$ cat src/rtl/sum_serial_nb.sv
// Digit-serial adder/subtractor: one NIBBLE-bit slice adder reused
// STEPS times with a registered carry, behind a start/busy/valid handshake.
module sum_serial_nb #(
    parameter int WIDTH  = 16,
    parameter int NIBBLE = 4
) (
    input  logic             i_Clk,
    input  logic             i_Reset,
    input  logic             i_Start,
    input  logic             i_Sub,
    input  logic [WIDTH-1:0] i_bit1,
    input  logic [WIDTH-1:0] i_bit2,
    input  logic             i_Carry,
    output logic             o_Busy,
    output logic             o_Valid,
    output logic [WIDTH-1:0] o_Suma,
    output logic             o_Carry,
    output logic             o_Overflow,
    output logic             o_Zero
);

    localparam int STEPS = WIDTH / NIBBLE;
    localparam int CW    = (STEPS > 1) ? $clog2(STEPS) : 1;
    localparam logic [CW-1:0] LAST = CW'(STEPS - 1);
    localparam logic [WIDTH-1:0] SL_MASK = WIDTH'({NIBBLE{1'b1}});

    generate
        if (NIBBLE < 1 || NIBBLE > WIDTH || (WIDTH % NIBBLE) != 0) begin : g_bad_cfg
            $error("sum_serial_nb: WIDTH must be a positive multiple of NIBBLE");
        end
    endgenerate

    typedef enum logic {
        IDLE = 1'b0,
        RUN  = 1'b1
    } state_t;

    state_t            state;
    state_t            state_nxt;
    logic              last;

    logic [WIDTH-1:0]  a_q;
    logic [WIDTH-1:0]  b_q;
    logic              carry_q;
    logic [CW-1:0]     cnt;
    logic [WIDTH-1:0]  res_q;

    logic [WIDTH-1:0]  suma_q;
    logic              carry_o_q;
    logic              ovf_q;
    logic              zero_q;
    logic              valid_q;

    logic [31:0]       shamt;
    logic [NIBBLE-1:0] a_sl;
    logic [NIBBLE-1:0] b_sl;
    logic [NIBBLE:0]   sl_sum;
    logic [WIDTH-1:0]  res_nxt;

    // State register.
    always_ff @(posedge i_Clk or posedge i_Reset) begin
        if (i_Reset) begin
            state <= IDLE;
        end else begin
            state <= state_nxt;
        end
    end

    // Next-state and busy: leave RUN on the edge that handles the last slice.
    always_comb begin
        state_nxt = state;
        o_Busy    = 1'b0;
        last      = 1'b0;
        unique case (state)
            IDLE: begin
                if (i_Start) begin
                    state_nxt = RUN;
                end
            end
            RUN: begin
                o_Busy = 1'b1;
                if (cnt == LAST) begin
                    last      = 1'b1;
                    state_nxt = IDLE;
                end
            end
        endcase
    end

    // Slice adder: pick slice cnt by shifting, merge its sum back in place.
    always_comb begin
        shamt   = 32'(cnt) * 32'(NIBBLE);
        a_sl    = NIBBLE'(a_q >> shamt);
        b_sl    = NIBBLE'(b_q >> shamt);
        sl_sum  = {1'b0, a_sl} + {1'b0, b_sl} + {{NIBBLE{1'b0}}, carry_q};
        res_nxt = (res_q & ~(SL_MASK << shamt))
                | (WIDTH'(sl_sum[NIBBLE-1:0]) << shamt);
    end

    // Operand capture, per-slice accumulation and result/flag update.
    always_ff @(posedge i_Clk or posedge i_Reset) begin
        if (i_Reset) begin
            a_q       <= '0;
            b_q       <= '0;
            carry_q   <= 1'b0;
            cnt       <= '0;
            res_q     <= '0;
            suma_q    <= '0;
            carry_o_q <= 1'b0;
            ovf_q     <= 1'b0;
            zero_q    <= 1'b0;
            valid_q   <= 1'b0;
        end else begin
            valid_q <= 1'b0;
            if (state == IDLE) begin
                if (i_Start) begin
                    a_q     <= i_bit1;
                    b_q     <= i_Sub ? ~i_bit2 : i_bit2;
                    carry_q <= i_Carry;
                    cnt     <= '0;
                end
            end else begin
                res_q   <= res_nxt;
                carry_q <= sl_sum[NIBBLE];
                cnt     <= cnt + 1'b1;
                if (last) begin
                    cnt       <= '0;
                    suma_q    <= res_nxt;
                    carry_o_q <= sl_sum[NIBBLE];
                    ovf_q     <= (a_q[WIDTH-1] == b_q[WIDTH-1])
                              && (res_nxt[WIDTH-1] != a_q[WIDTH-1]);
                    zero_q    <= (res_nxt == '0);
                    valid_q   <= 1'b1;
                end
            end
        end
    end

    assign o_Valid    = valid_q;
    assign o_Suma     = suma_q;
    assign o_Carry    = carry_o_q;
    assign o_Overflow = ovf_q;
    assign o_Zero     = zero_q;

endmodule

$ cat config.mk
export PLATFORM = sky130hd
export DESIGN_NAME = sum_serial_nb
export DESIGN_NICKNAME = d
export VERILOG_FILES = /design/src/rtl/sum_serial_nb.sv
export SDC_FILE = /design/constraint.sdc
export NUM_CORES = 1
export LEC_CHECK = 0
export BUFFER_PORTS_ARGS = -buffer_cell sky130_fd_sc_hd__buf_2
export CORE_ASPECT_RATIO = 0.75
export CORE_MARGIN = 2
export CORE_UTILIZATION = 34
export CTS_CLUSTER_SIZE = 8
export DETAILED_ROUTE_END_ITERATION = 8
export PLACE_DENSITY_LB_ADDON = 0.12
export SLEW_MARGIN = 0
export SYNTH_ARGS = -nofsm -noshare
export SYNTH_HDL_FRONTEND = slang
export SYNTH_SLANG_ARGS = --single-unit
export TNS_END_PERCENT = 100
$ cat constraint.sdc
create_clock -name i_Clk -period 2.9 [get_ports i_Clk]
set_input_delay 0.29 -clock i_Clk [delete_from_list [all_inputs] [get_ports i_Clk]]
set_output_delay 0.29 -clock i_Clk [all_outputs]
set_load 0.1 [all_outputs]
## Word-level counts from Yosys, hierarchy flattened

Cells that the tools add are included.

- Register bits after elaboration: 72
- Bits in latches: 0
- Bits in writable memories: 0
- ROM bits: 0
- Input bits: 37
- Output and inout bits: 21
- Word-level logic and storage cells: 45
- Memories kept: 0

- $add $sub $neg: 3
- Multipliers: 0
- Div/mod/pow operators: 0
- Order comparisons: 0
- Equal/unequal tests: 3
- Shifts and indexed selects: 4
- Multiplexer cells: 14
- Bitwise gates (word level): 5
- Reduce and logical (&&, ||, !) cells: 5

Operators with widths:

| operator | count |
|---|---|
| 16-bit NOT | 2 |
| 16-bit by 4-bit right shift with 4-bit output | 2 |
| 16-bit AND | 1 |
| 16-bit logical NOT | 1 |
| 16-bit 2-to-1 mux | 1 |
| 16-bit bitwise OR | 1 |
| 4-bit by 4-bit << shifter with 16-bit output | 1 |
| 4-bit by 4-bit << shifter with 16-bit output, first input constant | 1 |
| 1-bit 2-to-1 mux | 9 |
| 2-bit 2-to-1 mux | 3 |
| 4-bit by 4-bit adder with 5-bit output | 1 |
| 5-bit by 1-bit adder with 5-bit output | 1 |
| 2-bit AND reduction | 2 |
| 2-bit by 1-bit adder with 2-bit output, second input constant | 1 |
| 2-bit equality test, second input constant | 1 |
| 1-bit case mux with 2 select lines | 1 |
| 2-bit nonzero test | 1 |
| 1-bit equality test | 1 |
| 1-bit logical AND | 1 |
| 1-bit inequality test | 1 |
| 1-bit NOT | 1 |

## Longest topological paths before layout

- Depth in word-level cells: 7
- Depth in mapped cells: 10
- Depth with buffers taken out: 8

## Worst setup path before layout

OpenSTA, ideal clock, no wires.

- Path type: reg2reg
- Start: reg cnt[0]
- End: reg zero_q, in the netlist o_Zero
- Library setup time: 0.103 ns
- Arrival time: 2.705 ns
- Required time: 2.797 ns
- Path slack: 0.092 ns
- Cell stages (with the launch flop): 11
- Buffers on the path: 2
- Period minus slack after synthesis: 2.808 ns
- Path through: dfrtp_1 > buf_6 > buf_2 > mux4_2 > fa_1 > inv_1 > fa_1 > nor2b_1 > o22ai_1 > or2_2 > o41ai_2

- Word-level cells in the longest chain between the ends: 6
- Elaborated cells on any way between the ends: 14
- Those cells by class: add/sub: 2; eq/ne: 1; shift: 4; mux: 2; bitwise: 3; reduce/logical: 2

RTL lines:

| item | line | text |
|---|---|---|
| from (decl) | 45 | `logic [CW-1:0] cnt;` |
| from (signal assigned) | 125 | `cnt <= cnt + 1'b1;` |
| 16-bit by 4-bit right shift with 4-bit output, on equally long branches | 93, 94 |  |
| 4-bit by 4-bit adder with 5-bit output | 95 | `sl_sum = {1'b0, a_sl} + {1'b0, b_sl} + {{NIBBLE{1'b0}}, carry_q};` |
| 5-bit by 1-bit adder with 5-bit output | 95 |  |
| 4-bit by 4-bit << shifter with 16-bit output | 97 | `\| (WIDTH'(sl_sum[NIBBLE-1:0]) << shamt);` |
| 16-bit bitwise OR | 97 |  |
| 16-bit logical NOT | 132 | `zero_q <= (res_nxt == '0);` |
| to (signal assigned) | 132 |  |
| to (decl) | 51 | `logic zero_q;` |

Several ways; a longest one is shown, not always the timed one.
A chain may end at the register's enable or synchronous reset.

## Worst setup path after layout

Ends and elaborated chain as after synthesis.

==> results.md <==
- Largest net degree at the start of global routing: 50
- Die height: 90.5 um
- Rel. slew slack: 47.6%
- Worst reg-to-reg setup slack: 0.17 ns
- Req. time, crit path: 3.13 ns
- Clk Latency, worst-skew pair: about 0.33 ns
- Crit path max fanout: 15
- CTS Hold Bufs: 0
- Post-synthesis sequential area ratio: about 52%
- Placer Congestion: 0.876
- Clock root buffer: clkbuf_16
- Overall Global Routing Usage: between 10% and 20%
- Final nets: around 410
- CTS max path bufs: 2
- Post-layout min period: 2.73 ns
- WL/cell: 15.7 um
- Syn_nets: 354
- Top_reg_cell synth: dfrtp_1
- Core footprint: 0.00966 sq mm
- Starting density of the core: 35.1%
- Slew Viols, Final: 0
- Top Ports: 58
- CTS H-Tree Depth: 3
- Initial DRC count: 105
- Die Area: 0.0108 sq mm
- Worst clock skew: 0.00673 ns
- HP Class: input port to async pin
- Period utilisation layout: between 90% and 100%
- Clk slew on worst S/H paths: 0.06 ns
- DR vias/cell: 4.83
- #FFs+latches synth: 71
- FMAX: 367 MHz
- DRT Wirelength: 7.91 mm
- Synth top area share: 52.4%
- CP startpoint kind: flip-flop
- Max-Cap Viols: 0
- Port Buffers: 57
- Hold Vio Cnt, Final: 0
- Area leader, netlist: dfrtp_1
- TritonCTS clock tree: built
- Drt drc: 0
- Avg Cell Area, Syn: 11.0 sq um
- Overflow after GRT: 0
- Clock Sink Count: 71
- Total number of vias: approximately 2,400
- WS Path Type: flip-flop to flip-flop
- FP Rows: 31
- HPWL after detailed placement: 5.92 mm
- Postcts setup bufs: 0
- Synth Warn #: 0
- Status: completed
- Num CTS Buffers: 9
- Syn Inst Count: about 310
- Leading cell types in the layout, fill and taps excluded: 71 x dfrtp_1, 57 x buf_2, 49 x nand2_1
- Global-route wire length before repair: 13.3 mm
- CP endpoint kind: flip-flop
- Syn-to-layout area delta: 23.1%
- R2R cell count: 7
- DRT Pass-1 Iters: 4
- RSZ-0062 raised after global routing: no
- Layout cells sized above 1: 30.4%
- # setup viols final: 0
- Worst-Margin Slew: approximately 0.78 ns
- Setup TNS: 0 ns
- Vias in the first global route: 2,467
- Async SR Flop Fraction: between 90% and 100%
- Commonest non-fill, non-tap cell in the layout: dfrtp_1
- ANT nets after route: 0
- Synth area leaders: dfrtp_1 52%, nand2_1 5.4%, mux2_2 5.3%
- Synth unique cells: 41
- Reg-to-Reg End: o_Zero
- N_diodes: 0
- Post-Syn Area: between 0.003 and 0.004 sq mm
- EDFF count, synth: 0
- Chip Width: 119 um
- Initial antenna violation count: 0
- Crit path arrival time: 2.96 ns
- Worst reg2reg path startpoint: cnt[0]
[flip-flops by register name (all words and copies together), names as in the netlist]
| signal | flops |
|---|---|
| o_Valid | 1 |
| cnt | 2 |
| o_Carry | 1 |
| o_Zero | 1 |
| res_q | 15 |
| o_Suma | 16 |
| o_Overflow | 1 |
| a_q | 16 |
| b_q | 16 |
| state | 1 |
| carry_q | 1 |
[cell families (layout without fill, tap and decap cells)]
kind of cell	Yosys count	count (layout)	share of synthesized area, %
flops	71	71	52.4
compound gates	74	74	14.2
simple gates	81	81	10.3
mux	24	24	10.6
fa+ha+maj	9	9	3.77
xor+xnor	17	17	4.39
buf+inv	32	96	4.24
[worst max-delay path, stage by stage (launching register included)]
cell     delay [ns]
dfrtp_1        0.44
buf_4          0.25
mux4_2         0.54
ha_1           0.36
a21oi_2        0.23
and3b_2        0.32
nor2_1         0.14
o41ai_2        0.35
[cell type report]
| type | count | area [sq um] |
|---|---|---|
| fill | 941 | 5490 |
| sequential | 71 | 1780 |
| multi-input combinational | 205 | 1490 |
| timing repair buffer | 66 | 365 |
| clock buffer | 10 | 239 |
| tap | 132 | 165 |
| clock inverter | 5 | 82.6 |
| inverter | 15 | 56.3 |
[how the worst max path moves through the flow]
stage               cells after the start    from      to
floorplan                              10  cnt[0]  o_Zero
global route                            7  cnt[0]  o_Zero
finish                                  7  cnt[0]  o_Zero
global placement                        7  cnt[0]  o_Zero
CTS                                     7  cnt[0]  o_Zero
detailed placement                      7  cnt[0]  o_Zero
[metrics by stage]
step / setup slack, ns / cell area [sq um] / std cells / hold slack [ns] / utilization [%]
after global placement: 0.190 / 3830 / 489 / 0.453 / 39.7
after floorplan: 0.0919 / 3390 / 308 / 0.376 / -
after CTS: 0.0840 / 4150 / 504 / 0.145 / 43.0
after detailed placement: 0.114 / 3830 / 489 / 0.463 / 39.7
after global routing: 0.00742 / 4170 / 504 / 0.180 / 43.2
final: 0.172 / 4170 / 504 / 0.109 / 43.2
[cells in the mapped netlist, types with 2 or more instances]
cell type,number
a32o_1,3
mux2_2,16
clkbuf_1,8
ha_1,7
buf_2,7
a22o_1,3
o21ai_0,30
a2bb2oi_1,3
nor2b_1,6
o41ai_1,2
or3_1,3
o32a_1,3
o31ai_1,2
nand2b_1,2
fa_1,2
nand2_1,49
a22oi_1,4
a21oi_1,9
inv_1,15
nor2_1,13
nand3_1,2
dfrtp_1,71
mux4_2,8
o21ai_1,6
buf_6,2
xnor2_1,17
[repair_timing]
action	in CTS	in global routing
endpoints found under the hold margin	0	0
endpoints found under the setup margin	0	4
gates resized for setup	0	4
[per-layer routing]
metal	global-route usage, %	share of wire (%)	vias up
li1	-	-	1196
met1	25.9	53	1157
met2	20.5	39	74
met3	4.10	6.4	8
met4	4.71	1.2	0
met5	0	0	-
Power is not shown: default switching activity piles up to over one toggle a cycle in this logic, so the estimate is an artifact.
